==> src/rtl/y_mem_pkg.sv <==
// Shared Y line memory constants, FSM state type and word-extract helper.
package y_mem_pkg;

  localparam int Y_ADDR_W = 11;
  localparam int Y_LINE_W = 256;
  localparam int Y_WORD_W = 16;
  localparam int Y_WORDS  = Y_LINE_W / Y_WORD_W;

  localparam logic [15:0]         Y_END_ROW   = 16'hFFFF;
  localparam logic [Y_ADDR_W-1:0] Y_IDLE_ADDR = 11'h7FF;

  typedef enum logic [2:0] {
    IDLE,
    IDX,
    IDXW,
    DAT,
    DATW,
    WR,
    DONE
  } yw_state_t;

  // Word k of a line occupies bits [16k+15:16k].
  function automatic logic [Y_WORD_W-1:0] yWord(input logic [Y_LINE_W-1:0] line,
                                               input logic [3:0] sel);
    return line[{sel, 4'b0000} +: Y_WORD_W];
  endfunction

endpackage

==> src/rtl/y_change_writer_if.sv <==
// Change-entry handshake plus the Y memory port, bundled for the writer.
interface y_change_writer_if;
  import y_mem_pkg::*;

  logic                yW_inValid;
  logic                yW_inReady;
  logic [15:0]         yW_row;
  logic [15:0]         yW_col;
  logic [Y_WORD_W-1:0] yW_value;
  logic [Y_ADDR_W-1:0] yW_memAddr;
  logic                yW_memReadEn;
  logic [Y_LINE_W-1:0] yW_memReadData;
  logic                yW_memWriteEn;
  logic [Y_LINE_W-1:0] yW_memWriteData;
  logic                yW_busy;
  logic                yW_done;

  // Environment side: parser feeding entries and the memory returning data.
  modport master (
    output yW_inValid, yW_row, yW_col, yW_value, yW_memReadData,
    input  yW_inReady, yW_memAddr, yW_memReadEn, yW_memWriteEn,
           yW_memWriteData, yW_busy, yW_done
  );

  // Writer side.
  modport slave (
    input  yW_inValid, yW_row, yW_col, yW_value, yW_memReadData,
    output yW_inReady, yW_memAddr, yW_memReadEn, yW_memWriteEn,
           yW_memWriteData, yW_busy, yW_done
  );

endinterface

==> src/rtl/y_line_merge.sv <==
// Replaces one 16-bit word of a 256-bit Y line; all other words pass through.
module y_line_merge
  import y_mem_pkg::*;
(
  input  logic [Y_LINE_W-1:0] line,
  input  logic [3:0]          sel,
  input  logic [Y_WORD_W-1:0] value,
  output logic [Y_LINE_W-1:0] merged
);

  // Copy the line, then overwrite the selected word.
  always_comb begin
    merged = line;
    merged[{sel, 4'b0000} +: Y_WORD_W] = value;
  end

endmodule

==> src/rtl/y_change_writer.sv <==
// Y change writer: index lookup followed by read-modify-write of one Y line.
//
// state | meaning
// IDLE  | ready for an entry
// IDX   | index line read strobe (row[14:4])
// IDXW  | index data back; base captured, data address formed
// DAT   | data line read strobe (base + col[14:4])
// DATW  | data line back; merged line captured
// WR    | write strobe of the merged line
// DONE  | end-of-stream pulse
module y_change_writer
  import y_mem_pkg::*;
(
  input  logic             clock,
  input  logic             reset,
  y_change_writer_if.slave yW
);

  yw_state_t           state;
  logic                inReadyR, busyR, doneR, readEnR, writeEnR;
  logic [Y_ADDR_W-1:0] addrR;
  logic [Y_LINE_W-1:0] writeDataR;

  logic [3:0]          rowWord;
  logic [3:0]          colWord;
  logic [Y_ADDR_W-1:0] colLine;
  logic [Y_WORD_W-1:0] valueReg;
  logic [Y_ADDR_W-1:0] dataAddr;
  logic [Y_ADDR_W-1:0] dataAddrNext;
  logic [Y_LINE_W-1:0] mergedLine;

  // Base is the low 11 bits of the index word; the add wraps modulo 2048.
  assign dataAddrNext = Y_ADDR_W'(yWord(yW.yW_memReadData, rowWord)) + colLine;

  y_line_merge uMerge (
    .line   (yW.yW_memReadData),
    .sel    (colWord),
    .value  (valueReg),
    .merged (mergedLine)
  );

  // Sequencer with registered handshake and memory-port outputs.
  always_ff @(posedge clock or negedge reset) begin
    if (!reset) begin
      state      <= IDLE;
      inReadyR   <= 1'b0;
      busyR      <= 1'b0;
      doneR      <= 1'b0;
      readEnR    <= 1'b0;
      writeEnR   <= 1'b0;
      addrR      <= Y_IDLE_ADDR;
      writeDataR <= '0;
      rowWord    <= '0;
      colWord    <= '0;
      colLine    <= '0;
      valueReg   <= '0;
      dataAddr   <= '0;
    end else begin
      readEnR  <= 1'b0;
      writeEnR <= 1'b0;
      doneR    <= 1'b0;
      addrR    <= Y_IDLE_ADDR;
      case (state)
        IDLE: begin
          inReadyR <= 1'b1;
          busyR    <= 1'b0;
          if (yW.yW_inValid && inReadyR) begin
            rowWord  <= yW.yW_row[3:0];
            colWord  <= yW.yW_col[3:0];
            colLine  <= yW.yW_col[14:4];
            valueReg <= yW.yW_value;
            inReadyR <= 1'b0;
            busyR    <= 1'b1;
            if (yW.yW_row == Y_END_ROW) begin
              state <= DONE;
              doneR <= 1'b1;
            end else begin
              state   <= IDX;
              readEnR <= 1'b1;
              addrR   <= yW.yW_row[14:4];
            end
          end
        end
        IDX: state <= IDXW;
        IDXW: begin
          dataAddr <= dataAddrNext;
          addrR    <= dataAddrNext;
          readEnR  <= 1'b1;
          state    <= DAT;
        end
        DAT: state <= DATW;
        DATW: begin
          writeDataR <= mergedLine;
          writeEnR   <= 1'b1;
          addrR      <= dataAddr;
          state      <= WR;
        end
        WR, DONE: begin
          state    <= IDLE;
          inReadyR <= 1'b1;
          busyR    <= 1'b0;
        end
        default: state <= IDLE;
      endcase
    end
  end

  assign yW.yW_inReady      = inReadyR;
  assign yW.yW_busy         = busyR;
  assign yW.yW_done         = doneR;
  assign yW.yW_memReadEn    = readEnR;
  assign yW.yW_memWriteEn   = writeEnR;
  assign yW.yW_memAddr      = addrR;
  assign yW.yW_memWriteData = writeDataR;

endmodule

==> src/flat_wrapper.sv <==
// flat-port wrapper written by rule: the top's interface ports become plain ports
module y_change_writer_flat import y_mem_pkg::*;
  (clock, reset, yW_yW_inValid, yW_yW_row, yW_yW_col, yW_yW_value, yW_yW_memReadData, yW_yW_inReady, yW_yW_memAddr, yW_yW_memReadEn, yW_yW_memWriteEn, yW_yW_memWriteData, yW_yW_busy, yW_yW_done);
  y_change_writer_if yW_i ();
  input  logic clock;
  input  logic reset;
  input wire logic [$bits(yW_i.yW_inValid)-1:0] yW_yW_inValid;
  input wire logic [$bits(yW_i.yW_row)-1:0] yW_yW_row;
  input wire logic [$bits(yW_i.yW_col)-1:0] yW_yW_col;
  input wire logic [$bits(yW_i.yW_value)-1:0] yW_yW_value;
  input wire logic [$bits(yW_i.yW_memReadData)-1:0] yW_yW_memReadData;
  output wire logic [$bits(yW_i.yW_inReady)-1:0] yW_yW_inReady;
  output wire logic [$bits(yW_i.yW_memAddr)-1:0] yW_yW_memAddr;
  output wire logic [$bits(yW_i.yW_memReadEn)-1:0] yW_yW_memReadEn;
  output wire logic [$bits(yW_i.yW_memWriteEn)-1:0] yW_yW_memWriteEn;
  output wire logic [$bits(yW_i.yW_memWriteData)-1:0] yW_yW_memWriteData;
  output wire logic [$bits(yW_i.yW_busy)-1:0] yW_yW_busy;
  output wire logic [$bits(yW_i.yW_done)-1:0] yW_yW_done;
  assign yW_i.yW_inValid = yW_yW_inValid;
  assign yW_i.yW_row = yW_yW_row;
  assign yW_i.yW_col = yW_yW_col;
  assign yW_i.yW_value = yW_yW_value;
  assign yW_i.yW_memReadData = yW_yW_memReadData;
  assign yW_yW_inReady = yW_i.yW_inReady;
  assign yW_yW_memAddr = yW_i.yW_memAddr;
  assign yW_yW_memReadEn = yW_i.yW_memReadEn;
  assign yW_yW_memWriteEn = yW_i.yW_memWriteEn;
  assign yW_yW_memWriteData = yW_i.yW_memWriteData;
  assign yW_yW_busy = yW_i.yW_busy;
  assign yW_yW_done = yW_i.yW_done;
  y_change_writer u_core (.clock(clock), .reset(reset), .yW(yW_i));
endmodule
==> config.mk <==
export PLATFORM = sky130hd
export DESIGN_NAME = y_change_writer_flat
export DESIGN_NICKNAME = d
export VERILOG_FILES = /design/src/rtl/y_mem_pkg.sv /design/src/rtl/y_change_writer_if.sv /design/src/rtl/y_line_merge.sv /design/src/rtl/y_change_writer.sv /design/src/flat_wrapper.sv
export SDC_FILE = /design/constraint.sdc
export NUM_CORES = 1
export LEC_CHECK = 0
export ABC_AREA = 1
export CAP_MARGIN = 20
export CORE_MARGIN = 2
export CORE_UTILIZATION = 35
export DETAILED_ROUTE_END_ITERATION = 7
export DONT_BUFFER_PORTS = 1
export HOLD_SLACK_MARGIN = 0.15
export SLEW_MARGIN = 40
export SYNTH_ARGS = -nofsm -noshare
export SYNTH_HDL_FRONTEND = slang
export SYNTH_SLANG_ARGS = --single-unit
==> constraint.sdc <==
create_clock -name clock -period 3.6 [get_ports clock]
set_input_delay 0.36 -clock clock [delete_from_list [all_inputs] [get_ports clock]]
set_output_delay 0.36 -clock clock [all_outputs]
set_load 0.005 [all_outputs]
==> impl_results.md <==
- Result of the run: finished, violations left
- Violations in the final reports: hold timing
- Area Growth Syn to Fin: 28.9%
- Power per unit of standard cell area: 928 mW/mm2
- Vias in the first global route: 17400
- Pin count of the biggest net entering global routing: 322
- Hold slack: -0.506 ns
- Leakage dissipation: 9.38 nW
- Fillers: 4749
- Post-Route Skew: 0.0143 ns
- Aggregate negative setup slack: 0 ns
- Overall routed net length: 88.8 mm
- Layer with the highest usage: met2
- Net Sw Power: 9.72 mW
- Critical path data arrival time: 3.58 ns
- Post-DR vias/cell: 5.90
- Prevailing post-synth register cell: sky130_fd_sc_hd__dfrtp_1
- I/O pin count: 579
- Setup violation total in the final timing report: 0
- GRT met2 Usage: 52.3%
- FF-to-FF setup slack: 0.44 ns
- Max Buffers Root-to-Sink: 3
- Final-report max-slew violation count: 0
- Startpoint type of the worst setup path: flip-flop
- Clock network latency to the later pin of the worst-skew pair: 0.56 ns
- Height of the chip: 224 um
- Count of unresolved DRC violations after routing: 0
- Worst setup path class: reg2reg
- Slew HR: 39.7%
- Sequential area share after synthesis: 47.6%
- Unrepaired setup endpoints after global routing: false
- Switching share of power: 48.0%
- Number of nets in the final layout: 2743
- Rows: 80
- Residual overflow from global routing: 0
- Crit path time final: 3.16 ns
- Global routing met3 resource utilization: 8.96%
- Utilization of the core after routing: 45.7%
- Number of buffers created by CTS: 37
- Met1 layer usage reported by global route: 42.9%
- Number of maximum-capacitance constraint violations: 0
- Number of cells produced by synthesis: 2202
- Most common cell after layout, fill and taps aside: sky130_fd_sc_hd__a21oi_1
- Slew @ Worst Pin: 0.905 ns
- Period utilisation layout: 87.8%
- Wire length of the first global-routing pass: 123 mm
- Average wire length per cell after detail routing: 28.5 um
- Clock network power share: 19.4%
- Asr flop ratio synth: 100%
- Core area: 0.0477 mm2
- Clock input transition at the sequential cells of the worst setup and hold paths: 0.06 ns
- Average cell area after synthesis: 7.68 um2
- Worst min-delay path category: in2async
- First-iteration detailed-routing DRC count: 2080
- Starting Density: 35.4%
- Share of power burned in combinational logic: 43.7%
- Detailed-placement wirelength estimate: 62.5 mm
- Die outline width: 224 um
- Final count of hold timing violations: 321
- ANT nets after route: 0
- Total of flip-flops plus latches after synthesis: 321
- Hold-fix buffers, CTS: 301
- Number of iterations in the first detailed-routing pass: 6
- Clock tree root driver cell: sky130_fd_sc_hd__clkbuf_16
- Worst voltage drop across the vdd grid: 0.000497 V
- Vias after detailed routing: 18400
- Critical path data required time: 4.02 ns
- Synth unique cells: 44
- Overall routing resource usage: 34.0%
- TritonCTS clock tree: built
- Count of input and output buffers: 0
- Kind of capture point of the worst setup path: flip-flop
- Number of gates resized after CTS: 0
- Area of the die: 0.0501 mm2
- Final GP Congestion: 0.925
- Cell area after technology mapping: 0.0169 mm2
- Post-synthesis net count: 2523
- Clock tree sinks: 321
- H-tree depth reported by CTS: 2
- Number of antenna violations at the first check in global routing: 31
- Commonest non-fill, non-tap cells in the layout: sky130_fd_sc_hd__a21oi_1 (362), sky130_fd_sc_hd__dfrtp_1 (308), sky130_fd_sc_hd__dlygate4sd3_1 (301), sky130_fd_sc_hd__nand2_1 (299), sky130_fd_sc_hd__o21ai_0 (291)
- Count of flip-flops with a built-in enable after synthesis: 0
- Proportion of layout cells with a drive suffix above 1: 7.92%
- Internal Pwr Total: 10.5 mW
- Ys Warns: 0
- Fmax achieved: 0.317 GHz
- Maximum fanout count along the critical path: 72
- Count of buffers added by post-CTS timing repair for setup: 0
- Register share of total power: 36.8%
sequential cells by signal, indices dropped and copies added (netlist names), 3 cells and up:
signal and count:
u_core.state 3, u_core.dataAddr 11, u_core.yW.yW_memWriteData 256, u_core.valueReg 16, u_core.colLine 11, u_core.rowWord 4, u_core.colWord 4, u_core.yW.yW_memAddr 11
Yosys cell counts (2+ instances only):
master                      count  area, um2
sky130_fd_sc_hd__nand2_4        3       33.8
sky130_fd_sc_hd__nor3_2         2       20.0
sky130_fd_sc_hd__o21ai_0      291       1460
sky130_fd_sc_hd__inv_2         21       78.8
sky130_fd_sc_hd__mux2_2        26        293
sky130_fd_sc_hd__nand3_1      135        676
sky130_fd_sc_hd__nand2_2        7       43.8
sky130_fd_sc_hd__o211ai_1      19        143
sky130_fd_sc_hd__a211oi_1       3       22.5
sky130_fd_sc_hd__or2_2          2       12.5
sky130_fd_sc_hd__buf_6          4       45.0
sky130_fd_sc_hd__inv_1        130        488
sky130_fd_sc_hd__nand4_1        6       37.5
sky130_fd_sc_hd__buf_1         18       67.6
sky130_fd_sc_hd__a21oi_1      362       1810
sky130_fd_sc_hd__clkbuf_1      95        357
sky130_fd_sc_hd__o21ai_1       74        370
sky130_fd_sc_hd__dfrtp_1      310       7760
sky130_fd_sc_hd__nor2_2         8       50.1
sky130_fd_sc_hd__buf_4          3       22.5
sky130_fd_sc_hd__buf_2         39        195
sky130_fd_sc_hd__ha_1          13        163
sky130_fd_sc_hd__nor2_4         6       67.6
sky130_fd_sc_hd__clkinv_1       4       15.0
sky130_fd_sc_hd__nor2_1       288       1080
sky130_fd_sc_hd__dfstp_2       11        289
sky130_fd_sc_hd__o2111ai_1      6       52.6
sky130_fd_sc_hd__nand2_1      300       1130
area by class of cell:
type / count / area [um2] / area share [%]
diodes: 54 / 135 / 0.619
clock buffers: 57 / 1140 / 5.24
clock inverters: 10 / 111 / 0.510
inverters: 156 / 598 / 2.74
multi-input cells: 1566 / 7610 / 34.9
flip-flops and latches: 321 / 8050 / 36.9
well taps: 615 / 769 / 3.53
repair buffers: 340 / 3410 / 15.6
per-stage QoR:
stage	hold slack (ns)	cells	setup slack (ns)	area (um2)	total power [mW]
final	-0.506	3119	0.441	21800	20.2
after global routing	-0.525	3113	0.314	21800	21.4
after CTS	-0.528	3065	0.494	21700	20.0
after detailed placement	0.0730	2697	0.518	17400	15.7
after global placement	0.0734	2697	0.562	17400	15.5
after floorplan	0.0644	2202	0.686	16900	12.3
power groups by stage:
stage	clock network (mW)	logic [mW]	registers [mW]
final	3.93	8.85	7.46
after global placement	0	8.15	7.39
after floorplan	0	5.90	6.38
after global routing	4.11	9.72	7.52
after CTS	3.98	8.62	7.38
after detailed placement	0	8.30	7.41
routing by layer:
| metal | part of all wire (%) | vias to the layer above |
|---|---|---|
| met4 | 6.2 | 14 |
| met5 | 0.11 | - |
| met1 | 39 | 8911 |
| li1 | - | 7883 |
| met3 | 9.8 | 307 |
| met2 | 45 | 1293 |
cells by family after synthesis:
kind of cell	synth area share (%)
AO/OA/AOI/OAI	23.1
adder cells (fa/ha/maj)	1.08
buffers and inverters	7.55
flip-flops	47.6
multiplexers	1.73
AND/OR/NAND/NOR	19.0
final timing paths:
kind / start / endpoint / cells past startpoint
setup / recovery: u_core.rowWord[0] / u_core.dataAddr[8] / 14
hold / removal: reset / u_core.yW.yW_memWriteData[30] / 0
setup reg to reg: u_core.rowWord[0] / u_core.dataAddr[8] / 14
hold reg to reg: u_core.dataAddr[5] / u_core.dataAddr[5] / 2
max in group asynchronous: reset / u_core.yW.yW_memWriteData[196] / 0
min in group clock: yW_yW_memReadData[175] / u_core.yW.yW_memWriteData[175] / 2
critical path: stages (launching register included):
cell,delay (ns)
sky130_fd_sc_hd__dfrtp_2,0.40
sky130_fd_sc_hd__inv_2,0.06
sky130_fd_sc_hd__buf_12,0.19
sky130_fd_sc_hd__o21ai_0,0.44
sky130_fd_sc_hd__o211ai_1,0.15
sky130_fd_sc_hd__nand3_1,0.10
sky130_fd_sc_hd__nand2_1,0.14
sky130_fd_sc_hd__ha_1,0.28
sky130_fd_sc_hd__fa_1,0.49
sky130_fd_sc_hd__nand3_1,0.12
sky130_fd_sc_hd__nand2_1,0.09
sky130_fd_sc_hd__nand4_1,0.09
sky130_fd_sc_hd__nand3_1,0.09
sky130_fd_sc_hd__o21ai_0,0.29
sky130_fd_sc_hd__nand2_1,0.08
(Power assumes the default switching activity.)
